File: src/rtl/cpu_memory_access_if.sv
// 16-bit big-endian Wishbone data port between the mox125 memory stage and data memory.
`ifndef PCB_WIDTH
`define PCB_WIDTH 6
`endif
`ifndef PCB_WA
`define PCB_WA 0
`endif
`ifndef PCB_WB
`define PCB_WB 1
`endif
`ifndef PCB_RM
`define PCB_RM 2
`endif
`ifndef PCB_WM
`define PCB_WM 3
`endif

// A bus cycle is open while cyc and stb are high. It completes on the clock edge where
// ack is high. Until then the master holds address, data, sel and we stable.
interface cpu_memory_access_if;
    logic [31:0] dmem_address_o;
    logic [15:0] dmem_data_o;
    logic [15:0] dmem_data_i;
    logic [1:0]  dmem_sel_o;
    logic        dmem_we_o;
    logic        dmem_stb_o;
    logic        dmem_cyc_o;
    logic        dmem_ack_i;

    modport master (
        output dmem_address_o, dmem_data_o, dmem_sel_o, dmem_we_o, dmem_stb_o, dmem_cyc_o,
        input  dmem_data_i, dmem_ack_i
    );

    modport slave (
        input  dmem_address_o, dmem_data_o, dmem_sel_o, dmem_we_o, dmem_stb_o, dmem_cyc_o,
        output dmem_data_i, dmem_ack_i
    );
endinterface

File: src/rtl/cpu_memory_access.sv
// mox125 memory stage: loads/stores over a 16-bit big-endian Wishbone port, longs split in two.
`ifndef PCB_WIDTH
`define PCB_WIDTH 6
`endif
`ifndef PCB_WA
`define PCB_WA 0
`endif
`ifndef PCB_WB
`define PCB_WB 1
`endif
`ifndef PCB_RM
`define PCB_RM 2
`endif
`ifndef PCB_WM
`define PCB_WM 3
`endif

module cpu_memory_access #(
    parameter int PCB_WIDTH = `PCB_WIDTH,
    parameter int PCB_WA    = `PCB_WA,
    parameter int PCB_WB    = `PCB_WB,
    parameter int PCB_RM    = `PCB_RM,
    parameter int PCB_WM    = `PCB_WM
) (
    input  logic                 clk_i,
    input  logic                 rst_i,
    input  logic                 flush_i,
    input  logic [PCB_WIDTH-1:0] pipeline_control_bits_i,
    input  logic [3:0]           register0_write_index_i,
    input  logic [3:0]           register1_write_index_i,
    input  logic [31:0]          reg0_result_i,
    input  logic [31:0]          reg1_result_i,
    input  logic [31:0]          memory_address_i,
    input  logic [31:0]          mem_result_i,
    input  logic [1:0]           mem_size_i,
    output logic                 stall_o,
    cpu_memory_access_if.master  dmem,
    output logic                 register_wea_o,
    output logic                 register_web_o,
    output logic [3:0]           register0_write_index_o,
    output logic [3:0]           register1_write_index_o,
    output logic [31:0]          reg0_result_o,
    output logic [31:0]          reg1_result_o,
    output logic [PCB_WIDTH-1:0] pipeline_control_bits_o,
    output logic [1:0]           state_o
);
    typedef enum logic [1:0] {IDLE = 2'd0, ACC0 = 2'd1, ACC1 = 2'd2, DONE = 2'd3} state_t;

    state_t               state_q, state_d;
    logic [1:0]           size_q, size_d;
    logic                 odd_q, odd_d;
    logic                 rd_q, rd_d;
    logic [15:0]          wlo_q, wlo_d;
    logic [31:0]          ld_q, ld_d;
    logic [PCB_WIDTH-1:0] pcb_q, pcb_d;
    logic [3:0]           idx0_q, idx0_d, idx1_q, idx1_d;
    logic [31:0]          reg0_q, reg0_d, reg1_q, reg1_d;
    logic                 stall_q, stall_d, bus_q, bus_d, we_q, we_d;
    logic [1:0]           sel_q, sel_d;
    logic [31:0]          dadr_q, dadr_d;
    logic [15:0]          ddat_q, ddat_d;
    logic                 wea_q, wea_d, web_q, web_d;
    logic [3:0]           oidx0_q, oidx0_d, oidx1_q, oidx1_d;
    logic [31:0]          ores0_q, ores0_d, ores1_q, ores1_d;
    logic [PCB_WIDTH-1:0] opcb_q, opcb_d;

    always_comb begin
        state_d = state_q;  size_d = size_q;   odd_d = odd_q;     rd_d = rd_q;
        wlo_d = wlo_q;      ld_d = ld_q;       pcb_d = pcb_q;     idx0_d = idx0_q;
        idx1_d = idx1_q;    reg0_d = reg0_q;   reg1_d = reg1_q;   stall_d = stall_q;
        bus_d = bus_q;      we_d = we_q;       sel_d = sel_q;     dadr_d = dadr_q;
        ddat_d = ddat_q;    wea_d = wea_q;     web_d = web_q;     oidx0_d = oidx0_q;
        oidx1_d = oidx1_q;  ores0_d = ores0_q; ores1_d = ores1_q; opcb_d = opcb_q;
        case (state_q)
            IDLE: begin
                if (flush_i) begin
                    wea_d  = 1'b0;
                    web_d  = 1'b0;
                    opcb_d = '0;
                end else if (pipeline_control_bits_i[PCB_RM] | pipeline_control_bits_i[PCB_WM]) begin
                    state_d = ACC0;
                    stall_d = 1'b1;
                    bus_d   = 1'b1;
                    we_d    = pipeline_control_bits_i[PCB_WM];
                    rd_d    = ~pipeline_control_bits_i[PCB_WM];
                    size_d  = mem_size_i;
                    odd_d   = memory_address_i[0];
                    wlo_d   = mem_result_i[15:0];
                    pcb_d   = pipeline_control_bits_i;
                    idx0_d  = register0_write_index_i;
                    idx1_d  = register1_write_index_i;
                    reg0_d  = reg0_result_i;
                    reg1_d  = reg1_result_i;
                    dadr_d  = {memory_address_i[31:1], 1'b0};
                    if (mem_size_i[1]) begin
                        sel_d  = 2'b11;
                        ddat_d = mem_result_i[31:16];
                    end else if (mem_size_i[0]) begin
                        sel_d  = 2'b11;
                        ddat_d = mem_result_i[15:0];
                    end else begin
                        sel_d  = memory_address_i[0] ? 2'b01 : 2'b10;
                        ddat_d = {2{mem_result_i[7:0]}};
                    end
                    // The write-back stage sees a bubble until this access completes.
                    wea_d  = 1'b0;
                    web_d  = 1'b0;
                    opcb_d = '0;
                end else begin
                    wea_d   = pipeline_control_bits_i[PCB_WA];
                    web_d   = pipeline_control_bits_i[PCB_WB];
                    opcb_d  = pipeline_control_bits_i;
                    oidx0_d = register0_write_index_i;
                    oidx1_d = register1_write_index_i;
                    ores0_d = reg0_result_i;
                    ores1_d = reg1_result_i;
                end
            end
            ACC0: begin
                if (dmem.dmem_ack_i) begin
                    if (size_q[1]) begin
                        state_d = ACC1;
                        dadr_d  = dadr_q + 32'd2;
                        ddat_d  = wlo_q;
                        ld_d    = {dmem.dmem_data_i, 16'h0000};
                    end else begin
                        state_d = DONE;
                        bus_d   = 1'b0;
                        we_d    = 1'b0;
                        if (size_q[0]) ld_d = {16'h0000, dmem.dmem_data_i};
                        else ld_d = {24'h000000, odd_q ? dmem.dmem_data_i[7:0] : dmem.dmem_data_i[15:8]};
                    end
                end
            end
            ACC1: begin
                if (dmem.dmem_ack_i) begin
                    state_d = DONE;
                    bus_d   = 1'b0;
                    we_d    = 1'b0;
                    ld_d    = {ld_q[31:16], dmem.dmem_data_i};
                end
            end
            DONE: begin
                state_d = IDLE;
                stall_d = 1'b0;
                wea_d   = pcb_q[PCB_WA];
                web_d   = pcb_q[PCB_WB];
                opcb_d  = pcb_q;
                oidx0_d = idx0_q;
                oidx1_d = idx1_q;
                ores0_d = rd_q ? ld_q : reg0_q;
                ores1_d = reg1_q;
            end
            default: state_d = IDLE;
        endcase
    end

    always_ff @(posedge clk_i or posedge rst_i) begin
        if (rst_i) begin
            state_q <= IDLE;  size_q <= '0;  odd_q <= 1'b0;  rd_q <= 1'b0;
            wlo_q <= '0;      ld_q <= '0;    pcb_q <= '0;    idx0_q <= '0;
            idx1_q <= '0;     reg0_q <= '0;  reg1_q <= '0;   stall_q <= 1'b0;
            bus_q <= 1'b0;    we_q <= 1'b0;  sel_q <= '0;    dadr_q <= '0;
            ddat_q <= '0;     wea_q <= 1'b0; web_q <= 1'b0;  oidx0_q <= '0;
            oidx1_q <= '0;    ores0_q <= '0; ores1_q <= '0;  opcb_q <= '0;
        end else begin
            state_q <= state_d;  size_q <= size_d;   odd_q <= odd_d;     rd_q <= rd_d;
            wlo_q <= wlo_d;      ld_q <= ld_d;       pcb_q <= pcb_d;     idx0_q <= idx0_d;
            idx1_q <= idx1_d;    reg0_q <= reg0_d;   reg1_q <= reg1_d;   stall_q <= stall_d;
            bus_q <= bus_d;      we_q <= we_d;       sel_q <= sel_d;     dadr_q <= dadr_d;
            ddat_q <= ddat_d;    wea_q <= wea_d;     web_q <= web_d;     oidx0_q <= oidx0_d;
            oidx1_q <= oidx1_d;  ores0_q <= ores0_d; ores1_q <= ores1_d; opcb_q <= opcb_d;
        end
    end

    assign stall_o                 = stall_q;
    assign dmem.dmem_cyc_o         = bus_q;
    assign dmem.dmem_stb_o         = bus_q;
    assign dmem.dmem_we_o          = we_q;
    assign dmem.dmem_sel_o         = sel_q;
    assign dmem.dmem_address_o     = dadr_q;
    assign dmem.dmem_data_o        = ddat_q;
    assign register_wea_o          = wea_q;
    assign register_web_o          = web_q;
    assign register0_write_index_o = oidx0_q;
    assign register1_write_index_o = oidx1_q;
    assign reg0_result_o           = ores0_q;
    assign reg1_result_o           = ores1_q;
    assign pipeline_control_bits_o = opcb_q;
    assign state_o                 = state_q;
endmodule

File: src/flat_wrapper.sv
// flat-port wrapper written by rule: the top's interface ports become plain ports
module cpu_memory_access_flat 
#(
    parameter int PCB_WIDTH = `PCB_WIDTH,
    parameter int PCB_WA    = `PCB_WA,
    parameter int PCB_WB    = `PCB_WB,
    parameter int PCB_RM    = `PCB_RM,
    parameter int PCB_WM    = `PCB_WM
)
  (clk_i, rst_i, flush_i, pipeline_control_bits_i, register0_write_index_i, register1_write_index_i, reg0_result_i, reg1_result_i, memory_address_i, mem_result_i, mem_size_i, stall_o, register_wea_o, register_web_o, register0_write_index_o, register1_write_index_o, reg0_result_o, reg1_result_o, pipeline_control_bits_o, state_o, dmem_dmem_address_o, dmem_dmem_data_o, dmem_dmem_sel_o, dmem_dmem_we_o, dmem_dmem_stb_o, dmem_dmem_cyc_o, dmem_dmem_data_i, dmem_dmem_ack_i);
  cpu_memory_access_if dmem_i ();
  input  logic clk_i;
  input  logic rst_i;
  input  logic flush_i;
  input  logic [PCB_WIDTH-1:0] pipeline_control_bits_i;
  input  logic [3:0] register0_write_index_i;
  input  logic [3:0] register1_write_index_i;
  input  logic [31:0] reg0_result_i;
  input  logic [31:0] reg1_result_i;
  input  logic [31:0] memory_address_i;
  input  logic [31:0] mem_result_i;
  input  logic [1:0] mem_size_i;
  output logic stall_o;
  output logic register_wea_o;
  output logic register_web_o;
  output logic [3:0] register0_write_index_o;
  output logic [3:0] register1_write_index_o;
  output logic [31:0] reg0_result_o;
  output logic [31:0] reg1_result_o;
  output logic [PCB_WIDTH-1:0] pipeline_control_bits_o;
  output logic [1:0] state_o;
  output wire logic [$bits(dmem_i.dmem_address_o)-1:0] dmem_dmem_address_o;
  output wire logic [$bits(dmem_i.dmem_data_o)-1:0] dmem_dmem_data_o;
  output wire logic [$bits(dmem_i.dmem_sel_o)-1:0] dmem_dmem_sel_o;
  output wire logic [$bits(dmem_i.dmem_we_o)-1:0] dmem_dmem_we_o;
  output wire logic [$bits(dmem_i.dmem_stb_o)-1:0] dmem_dmem_stb_o;
  output wire logic [$bits(dmem_i.dmem_cyc_o)-1:0] dmem_dmem_cyc_o;
  input wire logic [$bits(dmem_i.dmem_data_i)-1:0] dmem_dmem_data_i;
  input wire logic [$bits(dmem_i.dmem_ack_i)-1:0] dmem_dmem_ack_i;
  assign dmem_dmem_address_o = dmem_i.dmem_address_o;
  assign dmem_dmem_data_o = dmem_i.dmem_data_o;
  assign dmem_dmem_sel_o = dmem_i.dmem_sel_o;
  assign dmem_dmem_we_o = dmem_i.dmem_we_o;
  assign dmem_dmem_stb_o = dmem_i.dmem_stb_o;
  assign dmem_dmem_cyc_o = dmem_i.dmem_cyc_o;
  assign dmem_i.dmem_data_i = dmem_dmem_data_i;
  assign dmem_i.dmem_ack_i = dmem_dmem_ack_i;
  cpu_memory_access #(.PCB_WIDTH(PCB_WIDTH), .PCB_WA(PCB_WA), .PCB_WB(PCB_WB), .PCB_RM(PCB_RM), .PCB_WM(PCB_WM)) u_core (.clk_i(clk_i), .rst_i(rst_i), .flush_i(flush_i), .pipeline_control_bits_i(pipeline_control_bits_i), .register0_write_index_i(register0_write_index_i), .register1_write_index_i(register1_write_index_i), .reg0_result_i(reg0_result_i), .reg1_result_i(reg1_result_i), .memory_address_i(memory_address_i), .mem_result_i(mem_result_i), .mem_size_i(mem_size_i), .stall_o(stall_o), .dmem(dmem_i), .register_wea_o(register_wea_o), .register_web_o(register_web_o), .register0_write_index_o(register0_write_index_o), .register1_write_index_o(register1_write_index_o), .reg0_result_o(reg0_result_o), .reg1_result_o(reg1_result_o), .pipeline_control_bits_o(pipeline_control_bits_o), .state_o(state_o));
endmodule
File: config.mk
export PLATFORM = sky130hd
export DESIGN_NAME = cpu_memory_access_flat
export DESIGN_NICKNAME = d
export VERILOG_FILES = /design/src/rtl/cpu_memory_access_if.sv /design/src/rtl/cpu_memory_access.sv /design/src/flat_wrapper.sv
export SDC_FILE = /design/constraint.sdc
export NUM_CORES = 1
export LEC_CHECK = 0
export CAP_MARGIN = 20
export CORE_ASPECT_RATIO = 1.5
export CORE_UTILIZATION = 45
export DETAILED_ROUTE_END_ITERATION = 7
export PLACE_DENSITY = 0.75
export SLEW_MARGIN = 30
export SYNTH_ARGS = -nofsm -noshare
export SYNTH_HDL_FRONTEND = slang
export SYNTH_SLANG_ARGS = --single-unit
File: constraint.sdc
create_clock -name clk_i -period 10.16 [get_ports clk_i]
set_input_delay 2.54 -clock clk_i [delete_from_list [all_inputs] [get_ports clk_i]]
set_output_delay 2.54 -clock clk_i [all_outputs]
set_load 0.02 [all_outputs]
# Yosys cells after proc, flatten, opt, wreduce, memory -nomap -nowiden

Cells that the tools add are included.

Register bits after elaboration: 265
Input bits: 164
Output and inout port bits: 136
Logic and storage cells: 112

Add/sub/neg operators: 1
Equality and inequality tests: 10
Multiplexer cells: 59
Bitwise gates (word level): 4
Reductions and logical operators: 13

Operators by type and width:

| cell                                                            | count |
|---|---|
| 32-bit two-way mux                                              | 11 |
| 32-bit one-hot mux with 2 select lines                          | 4 |
| 16-bit two-way mux                                              | 8 |
| 32-bit by 2-bit adder with 32-bit output, second input constant | 1 |
| 16-bit one-hot mux with 2 select lines                          | 1 |
| 4-bit two-way mux                                               | 4 |
| 4-bit one-hot mux with 2 select lines                           | 2 |
| 3-bit AND reduction                                             | 5 |
| 2-bit two-way mux                                               | 7 |
| 1-bit two-way mux                                               | 12 |
| 6-bit two-way mux                                               | 2 |
| 6-bit one-hot mux with 2 select lines                           | 1 |
| 2-bit != test, second input constant                            | 5 |
| 8-bit two-way mux                                               | 1 |
| 2-bit one-hot mux with 4 select lines                           | 1 |
| 1-bit one-hot mux with 2 select lines                           | 3 |
| 1-bit one-hot mux with 3 select lines                           | 2 |
| 6-bit AND reduction                                             | 1 |
| 2-bit nonzero test                                              | 3 |
| 5-bit AND reduction                                             | 1 |
| 2-bit == test, second input constant                            | 2 |
| 2-bit by 1-bit != test with 1-bit output, second input constant | 2 |
| 4-bit AND reduction                                             | 1 |
| 1-bit inverter                                                  | 3 |
| 4 further kinds                                                 | 4 |

# Depth between registers and ports, before layout

Gate-level depths: netlist (run 1).

Depth after elaboration: 5
Depth in mapped cells: 10
Mapped depth without buffers: 7

# Worst setup path before layout (run 1)

OpenSTA, ideal clock, no wires.

Path type: input -> register
Start point: input port pipeline_control_bits_i[2]
End point: register u_core.dadr_q[18] (netlist: u_core.dmem.dmem_address_o[18])
Library setup time: 139 ps
Data arrival time: 3,742 ps
Required time: 10,021 ps
Path slack: 6,279 ps
Cell stages on the path: 7
Path buffers: 2
Cells stage by stage: o21ba_1 -> o22ai_1 -> clkbuf_1 -> clkbuf_1 -> nor2_1 -> mux2i_1 -> o21ai_1

Cells in the longest elaborated chain, start to end: 3

RTL lines:

| element                                            | line                     | text |
|---|---|---|
| start: declaration                                 | flat_wrapper.sv:15       | `input logic [PCB_WIDTH-1:0] pipeline_control_bits_i;` |
| 1-bit bitwise OR                                   | cpu_memory_access.sv:80  | `end else if (pipeline_control_bits_i[PCB_RM] \| pipeline_control_bits_i[PCB_WM]) begin` |
| 2-bit by 1-bit != test with 1-bit output (no line) | -                        |  |
| 5-bit AND reduction (no line)                      | -                        |  |
| end signal: assignment                             | cpu_memory_access.sv:170 | `bus_q <= bus_d; we_q <= we_d; sel_q <= sel_d; dadr_q <= dadr_d;` |
| end: declaration                                   | cpu_memory_access.sv:60  | `logic [31:0] dadr_q, dadr_d;` |

Every way passes these cells.
A chain may end at the register's enable or synchronous reset.

# Final worst setup path (run 1)

Start point: input port pipeline_control_bits_i[3]
End point: register u_core.ores0_q[8] (netlist: u_core.reg0_result_o[8])

Cells in the longest elaborated chain, start to end: 3

RTL lines:

| element                       | line                     | text |
|---|---|---|
| 1-bit bitwise OR              | cpu_memory_access.sv:80  |  |
| 2-bit != test (no line)       | -                        |  |
| 3-bit AND reduction (no line) | -                        |  |
| end signal: assignment        | cpu_memory_access.sv:172 | `oidx1_q <= oidx1_d; ores0_q <= ores0_d; ores1_q <= ores1_d; opcb_q <= opcb_d;` |
| end: declaration              | cpu_memory_access.sv:64  | `logic [31:0] ores0_q, ores0_d, ores1_q, ores1_d;` |

Every way passes these cells.

==> tab_implementation.tex, run 1 <==
\begin{tabular}{lr}
\hline
Metric & Value \\
\hline
\multicolumn{2}{l}{\textbf{Power}} \\
Worst supply voltage drop on vdd & between 0.15 and 0.2 mV \\
Leakage & 7.47 nW \\
Post-route total power & 5.37 mW \\
Power per cell area & between 300 and 400 nW/um\^{}2 \\
\multicolumn{2}{l}{\textbf{Hold path}} \\
Launch point of the worst hold path & u\_core.idx1\_q[2] \\
Worst Hold Class & register to register \\
Hold Path Sink & u\_core.idx1\_q[2] \\
Worst Hold Depth & 2 \\
\multicolumn{2}{l}{\textbf{Layout}} \\
Fraction of final layout cells sized beyond drive strength 1 & about 4.7\% \\
Area growth from synthesis to layout & 35.4\% \\
Post-Layout Inst Area & 16300 sq um \\
Number of cells in the finished layout apart from fillers & 1925 \\
Most used cells in the layout excluding fill and tap cells & sky130\_fd\_sc\_hd\_\_nand2\_1, sky130\_fd\_sc\_hd\_\_clkdlybuf4s50\_1, sky130\_fd\_sc\_hd\_\_dfrtp\_1 \\
Most frequent standard cell in the layout excluding fill and tap cells & sky130\_fd\_sc\_hd\_\_nand2\_1 \\
Final \#Nets & 1736 \\
\multicolumn{2}{l}{\textbf{Synth}} \\
Syn\_area\_per\_cell & 9.19 sq um \\
Post-synthesis sequential element count & 262 \\
Post-Syn Instances & 1313 \\
Syn nets & 1484 \\
Number of warning messages in the yosys log & 0 \\
Portion of synthesized cell area occupied by the leading cell type & 54.4\% \\
Post-synthesis async set-or-reset flop share & 100\% \\
Number of distinct library cell variants in the gate-level netlist after synthesis & 53 \\
Dominant synthesized flop cell & sky130\_fd\_sc\_hd\_\_dfrtp\_1 \\
Portion of the post-synthesis area used by sequential elements & between 50\% and 60\% \\
Largest cells by area after synthesis & sky130\_fd\_sc\_hd\_\_dfrtp\_1, sky130\_fd\_sc\_hd\_\_nand2\_1, sky130\_fd\_sc\_hd\_\_mux2i\_1, sky130\_fd\_sc\_hd\_\_o21ai\_1, sky130\_fd\_sc\_hd\_\_o21ai\_0 \\
Largest area contributor in the netlist & sky130\_fd\_sc\_hd\_\_dfrtp\_1 \\
Number of enable-type register cells in the synthesized netlist & 0 \\
Post-synth design cell area & 12100 sq um \\
\multicolumn{2}{l}{\textbf{Global route}} \\
Number of global-route vias before repair & 10400 \\
Number of antenna violations at the first check in global routing & 4 \\
Global route overflow & 0 \\
Wire length of the first global-routing pass & 55000 um \\
Pin count of the biggest net entering global routing & 172 \\
Total GRT Usage & 25.4\% \\
\multicolumn{2}{l}{\textbf{Floorplan}} \\
Core box area & between 20000 and 30000 sq um \\
Die height & 203 um \\
Count of pins on the block boundary & 300 \\
Initial Utilization & between 40\% and 50\% \\
Die W & 136 um \\
DIE AREA & 27500 sq um \\
Row Count & 73 \\
\multicolumn{2}{l}{\textbf{Placement}} \\
Post-place instance area & around 15000 sq um \\
Buffers on Ports & $\sim$300 \\
DP Wirelength & between 20000 and 25000 um \\
Routability congestion estimate & about 0.86 \\
Number of instances in the placed design & 1873 \\
\multicolumn{2}{l}{\textbf{Drt}} \\
Total DRC errors in the routed layout & 0 \\
Antenna-violating nets left & 0 \\
WL per Instance & between 15 and 20 um \\
Via/cell ratio & 5.42 \\
Total vias in the final route & 10400 \\
TritonRoute pass-1 iters & 6 \\
DRC violation total after the first TritonRoute iteration & 506 \\
Total length of routed wires & 34700 um \\
\multicolumn{2}{l}{\textbf{Worst setup path}} \\
Worst reg2reg endpoint & u\_core.reg0\_result\_o[8] \\
Endpoint arrival time on the critical path & 5.19 ns \\
Reg-to-Reg Start & u\_core.state\_o[0] \\
Maximum net fanout on the critical path & 84 \\
Critical path endpoint category & register \\
Classification of the worst setup path & input pin to register \\
Reg2Reg Setup Slack & slightly below 7 ns \\
Register-to-Register Path Depth & 7 \\
Critical path required time & between 10 and 15 ns \\
Startpoint kind of the worst setup timing path & input pin \\
\multicolumn{2}{l}{\textbf{STA}} \\
Final total negative setup slack & 0 ns \\
Count of final hold-check violations & 0 \\
RSZ-0062 raised after global routing & no \\
Clock skew & 0.00778 ns \\
Final count of negative-setup-slack endpoints & 0 \\
Tcrit/Tclk final & $\sim$47\% \\
Slew @ Worst Pin & $\sim$0.9 ns \\
Tightest slew margin relative to the limit & 39.2\% \\
Highest attainable clock frequency & 0.210 GHz \\
Count of pins over their slew limit & 0 \\
Minimum clock period after layout & 4.75 ns \\
\multicolumn{2}{l}{\textbf{Clock tree}} \\
Clock-pin slew of the registers on the worst-case setup and hold paths & 0.06 ns \\
Number of buffers between clock root and the deepest sink & 3 \\
Number of hold-repair buffers added at the cts stage & 0 \\
Maximum level of the CTS H-tree & 1 \\
Inserted Clock Buffers & 26 \\
TritonCTS clock tree & yes \\
Setup repair bufs after CTS & 0 \\
Sinks on Clock Net & 262 \\
Clock latency on the worst-skew pair & 0.52 ns \\
Cells resized by post-CTS repair & 0 \\
Cell at the root of the clock tree & sky130\_fd\_sc\_hd\_\_clkbuf\_16 \\
\multicolumn{2}{l}{\textbf{Outcome}} \\
Result of the run & completed \\
\multicolumn{2}{l}{\textbf{Run}} \\
Max-cap check violation count & 0 \\
\hline
\end{tabular}
==> stage by stage <==
step,utilization (%),worst slack (ns),hold slack [ns]
final,61.9,5.41,0.471
after global routing,61.9,5.12,0.492
after CTS,61.7,5.42,0.476
after detailed placement,58.1,4.88,0.461
after global placement,57.9,4.70,0.457
after floorplan,-,0.408,0.445
==> power breakdown <==
part           total [mW]  internal (mW)  switching [mW]
sequential           1.89           1.52           0.369
combinational        2.42           1.05            1.37
clock                1.06          0.656           0.403
total                5.37           3.23            2.14
==> cells by family (layout without fill, tap and decap cells) <==
kind of cell | after synthesis | count (layout) | synth area share [%]
AND/OR/NAND/NOR | 559 | 559 | 19.1
flip-flops | 262 | 262 | 54.4
multiplexers | 115 | 115 | 9.54
adder cells (fa/ha/maj) | 7 | 7 | 0.726
buffers and inverters | 103 | 374 | 3.37
other | 1 | 5 | 0.0311
AO/OA/AOI/OAI | 266 | 266 | 12.9
==> sequential cells by signal (all words and copies together), names as in the netlist <==
| signal | flops |
|---|---|
| u_core.dmem.dmem_we_o | 1 |
| u_core.dmem.dmem_cyc_o | 1 |
| u_core.reg1_q | 32 |
| u_core.ld_q | 32 |
| u_core.reg0_q | 32 |
| u_core.pcb_q | 6 |
| u_core.pipeline_control_bits_o | 6 |
| u_core.reg1_result_o | 32 |
| u_core.register0_write_index_o | 4 |
| u_core.idx0_q | 4 |
| u_core.idx1_q | 4 |
| u_core.dmem.dmem_address_o | 31 |
| u_core.state_o | 2 |
| u_core.wlo_q | 16 |
| u_core.dmem.dmem_sel_o | 2 |
| u_core.reg0_result_o | 32 |
| u_core.rd_q | 1 |
| u_core.dmem.dmem_data_o | 16 |
| u_core.stall_o | 1 |
| u_core.size_q | 2 |
| u_core.register1_write_index_o | 4 |
| u_core.odd_q | 1 |
==> critical path, stage by stage <==
cell and delay (ns):
sky130_fd_sc_hd__clkdlybuf4s50_1 0.58, sky130_fd_sc_hd__nor3_1 0.12, sky130_fd_sc_hd__mux2i_4 0.40, sky130_fd_sc_hd__buf_4 0.48
sky130_fd_sc_hd__buf_4 0.69, sky130_fd_sc_hd__nand2_1 0.15, sky130_fd_sc_hd__o21ai_1 0.13
==> how the worst max path moves through the flow <==
stage	startpoint	end	slack, ns	depth (start not counted)
floorplan	rst_i	u_core.dmem.dmem_address_o[10]	0.41	1
global placement	pipeline_control_bits_i[3]	u_core.dmem.dmem_address_o[30]	4.70	6
detailed placement	pipeline_control_bits_i[3]	u_core.reg0_result_o[23]	4.88	6
CTS	pipeline_control_bits_i[3]	u_core.reg0_result_o[8]	5.42	7
global route	pipeline_control_bits_i[3]	u_core.reg0_result_o[17]	5.12	6
finish	pipeline_control_bits_i[3]	u_core.reg0_result_o[8]	5.41	7
==> cells in the mapped netlist, types with 10 or more instances <==
library cell / n
sky130_fd_sc_hd__nand2_1: 454
sky130_fd_sc_hd__dfrtp_1: 262
sky130_fd_sc_hd__mux2i_1: 115
sky130_fd_sc_hd__o21ai_1: 87
sky130_fd_sc_hd__o21ai_0: 76
sky130_fd_sc_hd__clkbuf_1: 75
sky130_fd_sc_hd__nor2_1: 31
sky130_fd_sc_hd__nand3_1: 30
sky130_fd_sc_hd__a21oi_1: 27
sky130_fd_sc_hd__a22o_1: 26
sky130_fd_sc_hd__o22ai_1: 17
sky130_fd_sc_hd__inv_1: 15
sky130_fd_sc_hd__a22oi_1: 10
==> routing by layer <==
metal	global-route usage [%]	wire [um]	up-vias
met5	0	0	-
met4	13.6	1750	0
met3	3.92	2160	96
met2	43.1	17400	345
met1	30.6	13400	5034
li1	-	-	4960
==> final cells by class <==
type / instances / area (sq um)
Tap cell: 337 / 422
Fill cell: 2251 / 10100
Inverter: 16 / 67.6
Timing Repair Buffer: 311 / 3150
Sequential cell: 262 / 6560
Clock buffer: 39 / 781
Clock inverter: 8 / 168
Antenna cell: 4 / 10.0
Multi-Input combinational cell: 948 / 5170
(Power assumes the default switching activity.)
==> run 2: changes to the inputs <==
--- a/config.mk
+++ b/config.mk
@@ -7,9 +7,9 @@
 export LEC_CHECK = 0
 export CAP_MARGIN = 20
 export CORE_ASPECT_RATIO = 1.5
-export CORE_UTILIZATION = 45
+export CORE_UTILIZATION = 48
 export DETAILED_ROUTE_END_ITERATION = 7
-export PLACE_DENSITY = 0.75
+export PLACE_DENSITY = 0.76
 export SLEW_MARGIN = 30
 export SYNTH_ARGS = -nofsm -noshare
 export SYNTH_HDL_FRONTEND = slang
==> constraint.sdc (replaced) <==
create_clock -name clk_i -period 4.49 [get_ports clk_i]
set_input_delay 1.1225 -clock clk_i [delete_from_list [all_inputs] [get_ports clk_i]]
set_output_delay 1.1225 -clock clk_i [all_outputs]
set_load 0.02 [all_outputs]
==> tab_implementation.tex, run 2 (synthesis results as in run 1) <==
\begin{tabular}{lr}
\hline
Metric & Value \\
\hline
\multicolumn{2}{l}{\textbf{Outcome}} \\
Result of the run & completed \\
\multicolumn{2}{l}{\textbf{STA}} \\
Final total negative setup slack & 0 ns \\
Slew @ Worst Pin & 0.898 ns \\
Tcrit/Tclk final & between 60\% and 70\% \\
Clock skew & 0.0120 ns \\
Worst hold slack across all endpoints & 0.472 ns \\
Count of pins over their slew limit & 0 \\
Minimum clock period after layout & 3.14 ns \\
Tightest slew margin relative to the limit & 39.9\% \\
Count of final hold-check violations & 0 \\
RSZ-0062 raised after global routing & no \\
Highest attainable clock frequency & 0.319 GHz \\
Final count of negative-setup-slack endpoints & 0 \\
\multicolumn{2}{l}{\textbf{Power}} \\
Post-route total power & 12.0 mW \\
Worst supply voltage drop on vdd & 0.420 mV \\
Leakage & 7.43 nW \\
Power per cell area & 738 nW/um\^{}2 \\
\multicolumn{2}{l}{\textbf{Global route}} \\
Global route overflow & 0 \\
Wire length of the first global-routing pass & 55800 um \\
Number of global-route vias before repair & just over 10000 \\
Number of antenna violations at the first check in global routing & 4 \\
Total GRT Usage & a little over a quarter \\
Pin count of the biggest net entering global routing & 102 \\
\multicolumn{2}{l}{\textbf{Clock tree}} \\
Maximum level of the CTS H-tree & 1 \\
Inserted Clock Buffers & 26 \\
Clock-pin slew of the registers on the worst-case setup and hold paths & approximately 0.070 ns \\
Setup repair bufs after CTS & 0 \\
Sinks on Clock Net & 262 \\
Cells resized by post-CTS repair & 0 \\
Clock latency on the worst-skew pair & 0.53 ns \\
Number of buffers between clock root and the deepest sink & 3 \\
Number of hold-repair buffers added at the cts stage & 0 \\
TritonCTS clock tree & yes \\
Cell at the root of the clock tree & sky130\_fd\_sc\_hd\_\_clkbuf\_16 \\
\multicolumn{2}{l}{\textbf{Layout}} \\
Most frequent standard cell in the layout excluding fill and tap cells & sky130\_fd\_sc\_hd\_\_nand2\_1 \\
Fraction of final layout cells sized beyond drive strength 1 & 4.80\% \\
Post-Layout Inst Area & about 16000 sq um \\
Area growth from synthesis to layout & 34.5\% \\
Final \#Nets & roughly 1700 \\
Number of inserted filler cells in the final layout & 1957 \\
Most used cells in the layout excluding fill and tap cells & sky130\_fd\_sc\_hd\_\_nand2\_1, sky130\_fd\_sc\_hd\_\_clkdlybuf4s50\_1, sky130\_fd\_sc\_hd\_\_dfrtp\_1 \\
\multicolumn{2}{l}{\textbf{Worst setup path}} \\
Startpoint kind of the worst setup timing path & register \\
Register-to-Register Path Depth & 9 \\
Endpoint arrival time on the critical path & 3.59 ns \\
Critical path required time & 4.94 ns \\
Maximum net fanout on the critical path & 38 \\
Most used cell, CP & sky130\_fd\_sc\_hd\_\_buf\_4 \\
Delay of the slowest critical-path stage & 0.50 ns \\
Critical path's top delay family & buffers and inverters \\
Buffering stage count on the worst path with inverters included & 3 \\
Critical path endpoint category & register \\
Reg2Reg Setup Slack & 1.35 ns \\
Critical path depth in cells & 9 \\
Launch point of the worst path & u\_core.state\_o[1] \\
Classification of the worst setup path & register to register \\
Reg-to-Reg Start & u\_core.state\_o[1] \\
Critical-path top delay cell & sky130\_fd\_sc\_hd\_\_ha\_2 \\
Worst reg2reg endpoint & u\_core.dmem.dmem\_address\_o[5] \\
Ordered cell list for the critical path & inv\_1 > ha\_2 > buf\_4 > nor2b\_1 > o22ai\_4 > buf\_4 > nor3\_1 > a21o\_1 > a21oi\_1 \\
\multicolumn{2}{l}{\textbf{Hold path}} \\
Worst Hold Class & register to register \\
Launch point of the worst hold path & u\_core.wlo\_q[14] \\
Hold Path Sink & u\_core.wlo\_q[14] \\
Worst Hold Depth & 2 \\
\multicolumn{2}{l}{\textbf{Floorplan}} \\
Initial Utilization & 49.2\% \\
Count of pins on the block boundary & 300 \\
Die height & roughly 200 um \\
Row Count & 70 \\
Die W & roughly 130 um \\
Core box area & 24500 sq um \\
DIE AREA & 25800 sq um \\
\multicolumn{2}{l}{\textbf{Drt}} \\
Met3 wire length & $\sim$2100 um \\
Detailed-routed wire length on met2 & 17700 um \\
Total length of routed wires & 34600 um \\
TritonRoute pass-1 iters & 5 \\
Total DRC errors in the routed layout & 0 \\
Via/cell ratio & 5.45 \\
Antenna-violating nets left & 0 \\
Total vias in the final route & roughly 10000 \\
WL per Instance & 18.1 um \\
Met1 wire length & 13400 um \\
DRC violation total after the first TritonRoute iteration & 595 \\
Top routing layer in use & met4 \\
\multicolumn{2}{l}{\textbf{Placement}} \\
Post-place instance area & 15300 sq um \\
DP Wirelength & 23900 um \\
Routability congestion estimate & 0.880 \\
Buffers on Ports & between 200 and 300 \\
\multicolumn{2}{l}{\textbf{Run}} \\
Max-cap check violation count & 0 \\
\hline
\end{tabular}
[run 2: through the flow]
step | utilization (%) | instances | setup slack (ns)
floorplan | - | 1313 | -0.0880
global placement | 62.4 | 1862 | 1.00
detailed placement | 62.5 | 1863 | 0.899
CTS | 66.1 | 1908 | 1.34
global route | 66.1 | 1912 | 1.09
finish | 66.1 | 1912 | 1.35
[run 2: routing by layer]
layer	up-vias	track usage (%)
met5	-	0
met4	0	10.8
met3	74	4.68
met2	339	47.6
met1	5028	32.3
li1	4975	-
[run 2: worst register-to-register path, delay by kind of cell (launching register included)]
| kind | cells | cell delay (ns) |
|---|---|---|
| compound gates | 3 | 0.75 |
| buf+inv | 3 | 1.05 |
| simple gates | 2 | 0.27 |
| flops | 1 | 0.48 |
| fa+ha+maj | 1 | 0.50 |
[run 2: final cells by class]
class	count	area [sq um]	area share, %
multi-input combinational	948	5170	31.9
clock buffer	34	742	4.57
tap	324	405	2.50
clock inverter	11	133	0.818
timing repair buffer	313	3130	19.3
sequential	262	6560	40.4
antenna	4	10.0	0.0617
inverter	16	63.8	0.393
[run 2: how the worst max path moves through the flow]
stage	to	slack, ns
floorplan	u_core.dmem.dmem_address_o[10]	-0.09
CTS	u_core.dmem.dmem_address_o[5]	1.34
detailed placement	u_core.stall_o	0.90
finish	u_core.dmem.dmem_address_o[5]	1.35
global route	u_core.dmem.dmem_address_o[5]	1.09
global placement	u_core.stall_o	1.00
[run 2: power breakdown]
| part | internal, mW | switching, mW |
|---|---|---|
| sequential | 3.44 | 0.849 |
| clock | 1.33 | 0.924 |
| combinational | 2.37 | 3.06 |
| total | 7.14 | 4.83 |
==> run 3: changes to the inputs <==
--- a/config.mk
+++ b/config.mk
@@ -7,9 +7,9 @@
 export LEC_CHECK = 0
 export CAP_MARGIN = 20
 export CORE_ASPECT_RATIO = 1.5
-export CORE_UTILIZATION = 48
+export CORE_UTILIZATION = 45
 export DETAILED_ROUTE_END_ITERATION = 7
-export PLACE_DENSITY = 0.76
+export PLACE_DENSITY = 0.75
 export SLEW_MARGIN = 30
 export SYNTH_ARGS = -nofsm -noshare
 export SYNTH_HDL_FRONTEND = slang
==> constraint.sdc (replaced) <==
create_clock -name clk_i -period 2.8 [get_ports clk_i]
set_input_delay 0.7 -clock clk_i [delete_from_list [all_inputs] [get_ports clk_i]]
set_output_delay 0.7 -clock clk_i [all_outputs]
set_load 0.02 [all_outputs]
==> tab_implementation.tex, run 3 (synthesis results as in run 1) <==
\begin{tabular}{lr}
\hline
Metric & Value \\
\hline
\multicolumn{2}{l}{\textbf{Power}} \\
Post-route total power & 19.1 mW \\
Worst supply voltage drop on vdd & between 0.7 and 0.8 mV \\
Leakage & 7.54 nW \\
Power per cell area & 1160 nW/um\^{}2 \\
\multicolumn{2}{l}{\textbf{Layout}} \\
Area growth from synthesis to layout & 36.1\% \\
Most frequent standard cell in the layout excluding fill and tap cells & sky130\_fd\_sc\_hd\_\_nand2\_1 \\
Number of cells in the finished layout apart from fillers & slightly below 2000 \\
Number of inserted filler cells in the final layout & 2187 \\
Fraction of final layout cells sized beyond drive strength 1 & 5.73\% \\
Final \#Nets & 1759 \\
Most used cells in the layout excluding fill and tap cells & sky130\_fd\_sc\_hd\_\_nand2\_1, sky130\_fd\_sc\_hd\_\_clkdlybuf4s50\_1, sky130\_fd\_sc\_hd\_\_dfrtp\_1 \\
\multicolumn{2}{l}{\textbf{Drt}} \\
Total vias in the final route & roughly 11000 \\
WL per Instance & 17.8 um \\
Total length of routed wires & 34600 um \\
Via/cell ratio & 5.41 \\
TritonRoute pass-1 iters & 5 \\
Total DRC errors in the routed layout & 0 \\
DRC violation total after the first TritonRoute iteration & 613 \\
Antenna-violating nets left & 0 \\
\multicolumn{2}{l}{\textbf{Floorplan}} \\
Core box area & 26400 sq um \\
Die height & 203 um \\
Die W & 136 um \\
Row Count & 73 \\
Initial Utilization & 45.7\% \\
DIE AREA & 27500 sq um \\
Count of pins on the block boundary & 300 \\
\multicolumn{2}{l}{\textbf{STA}} \\
Final total negative setup slack & 0 ns \\
RSZ-0062 raised after global routing & no \\
Count of final hold-check violations & 0 \\
Slew @ Worst Pin & roughly 0.90 ns \\
Clock skew & 0.0144 ns \\
Final count of negative-setup-slack endpoints & 0 \\
Highest attainable clock frequency & 0.403 GHz \\
Minimum clock period after layout & 2.48 ns \\
Tightest slew margin relative to the limit & about two fifths \\
Count of pins over their slew limit & 0 \\
Tcrit/Tclk final & between 80\% and 90\% \\
\multicolumn{2}{l}{\textbf{Hold path}} \\
Worst Hold Class & register to register \\
Worst Hold Depth & 2 \\
\multicolumn{2}{l}{\textbf{Clock tree}} \\
Setup repair bufs after CTS & 0 \\
Maximum level of the CTS H-tree & 1 \\
Cell at the root of the clock tree & sky130\_fd\_sc\_hd\_\_clkbuf\_16 \\
Sinks on Clock Net & 262 \\
Clock-pin slew of the registers on the worst-case setup and hold paths & roughly 0.07 ns \\
Number of hold-repair buffers added at the cts stage & 0 \\
Number of buffers between clock root and the deepest sink & 3 \\
Inserted Clock Buffers & 26 \\
TritonCTS clock tree & yes \\
Cells resized by post-CTS repair & 0 \\
Clock latency on the worst-skew pair & 0.53 ns \\
\multicolumn{2}{l}{\textbf{Worst setup path}} \\
Ordered cell list for the critical path & inv\_1 > ha\_1 > nor2b\_1 > a2bb2oi\_2 > buf\_4 > o21ai\_1 > a22oi\_1 > o211ai\_1 \\
Critical path depth in cells & 8 \\
Register-to-Register Path Depth & 8 \\
Buffering stage count on the worst path with inverters included & 2 \\
Endpoint arrival time on the critical path & 2.87 ns \\
Startpoint kind of the worst setup timing path & register \\
Delay of the slowest critical-path stage & between 0.4 and 0.5 ns \\
Maximum net fanout on the critical path & 30 \\
Critical-path top delay cell & sky130\_fd\_sc\_hd\_\_dfrtp\_1 \\
Critical path endpoint category & register \\
Critical path required time & 3.19 ns \\
Classification of the worst setup path & register to register \\
Critical path's top delay family & compound AO/OA/AOI/OAI gates \\
\multicolumn{2}{l}{\textbf{Global route}} \\
Wire length of the first global-routing pass & between 50000 and 60000 um \\
Number of antenna violations at the first check in global routing & 3 \\
Pin count of the biggest net entering global routing & between 100 and 150 \\
Total GRT Usage & 25.4\% \\
Global route overflow & 0 \\
Number of global-route vias before repair & 10700 \\
\multicolumn{2}{l}{\textbf{Outcome}} \\
Result of the run & completed \\
\multicolumn{2}{l}{\textbf{Placement}} \\
Routability congestion estimate & 0.942 \\
DP Wirelength & 24300 um \\
Buffers on Ports & between 200 and 300 \\
Number of instances in the placed design & approximately 1900 \\
\multicolumn{2}{l}{\textbf{Run}} \\
Max-cap check violation count & 0 \\
\hline
\end{tabular}
==> run 3: cell count changes in the layout (fill, tap and decap cells not counted), sizes merged <==
cell | before | now
buf | 16 | 36
clkinv | 7 | 4
bufinv | 3 | 0
clkdlybuf4s50 | 297 | 298
clkbuf | 34 | 40
diode | 4 | 3
==> run 3: per-stage QoR <==
stage / area, sq um / utilization [%] / hold WS (ns) / worst slack, ns
after floorplan: 12100 / - / 0.445 / -1.36
after global placement: 15600 / 59.1 / 0.456 / 0.0181
after detailed placement: 15600 / 59.1 / 0.461 / 0.00196
after CTS: 16400 / 62.2 / 0.476 / 0.348
after global routing: 16400 / 62.2 / 0.492 / 0.190
final: 16400 / 62.2 / 0.471 / 0.317
==> run 3: area by class of cell <==
| class | instances | area [sq um] | share of cell area [%] |
|---|---|---|---|
| inverters | 16 | 63.8 | 0.389 |
| clock inverters | 5 | 31.3 | 0.191 |
| clock buffers | 40 | 774 | 4.72 |
| repair buffers | 334 | 3390 | 20.7 |
| flip-flops and latches | 262 | 6560 | 39.9 |
| multi-input cells | 948 | 5170 | 31.5 |
| diodes | 3 | 7.51 | 0.0457 |
| well taps | 337 | 422 | 2.57 |
==> run 3: report_power, final <==
part | leakage (nW) | total [mW] | switching, mW | internal [mW]
Clock | 0.394 | 3.34 | 1.45 | 1.89
Combinational | 3.86 | 9.00 | 5.03 | 3.97
Sequential | 3.28 | 6.77 | 1.25 | 5.52
Total | 7.54 | 19.1 | 7.73 | 11.4
==> run 3: path summary, 6_finish.rpt <==
path	startpoint	end	slack (ns)
min reg2reg	u_core.reg0_q[5]	u_core.reg0_q[5]	0.47
max reg2reg	u_core.state_o[0]	u_core.dmem.dmem_address_o[28]	0.32
min in group asynchronous	rst_i	u_core.dmem.dmem_address_o[21]	0.50
max in group asynchronous	rst_i	u_core.rd_q	1.46
max	u_core.state_o[0]	u_core.dmem.dmem_address_o[28]	0.32
min	u_core.reg0_q[5]	u_core.reg0_q[5]	0.47
==> run 3: worst min-delay path, cell delays in order, from the launching register on <==
cell,delay [ns]
sky130_fd_sc_hd__dfrtp_1,0.34
sky130_fd_sc_hd__nand2_1,0.05
sky130_fd_sc_hd__nand2_1,0.06
==> run 3: layer usage <==
layer | up-vias | global-route usage (%) | share of wire [%] | wire, um
met5 | - | 0 | 0 | 0
met4 | 0 | 11.5 | 3.9 | 1350
met3 | 75 | 4.14 | 6.2 | 2130
met2 | 351 | 43.9 | 51 | 17500
met1 | 5076 | 30.8 | 39 | 13600
li1 | 5013 | - | - | -
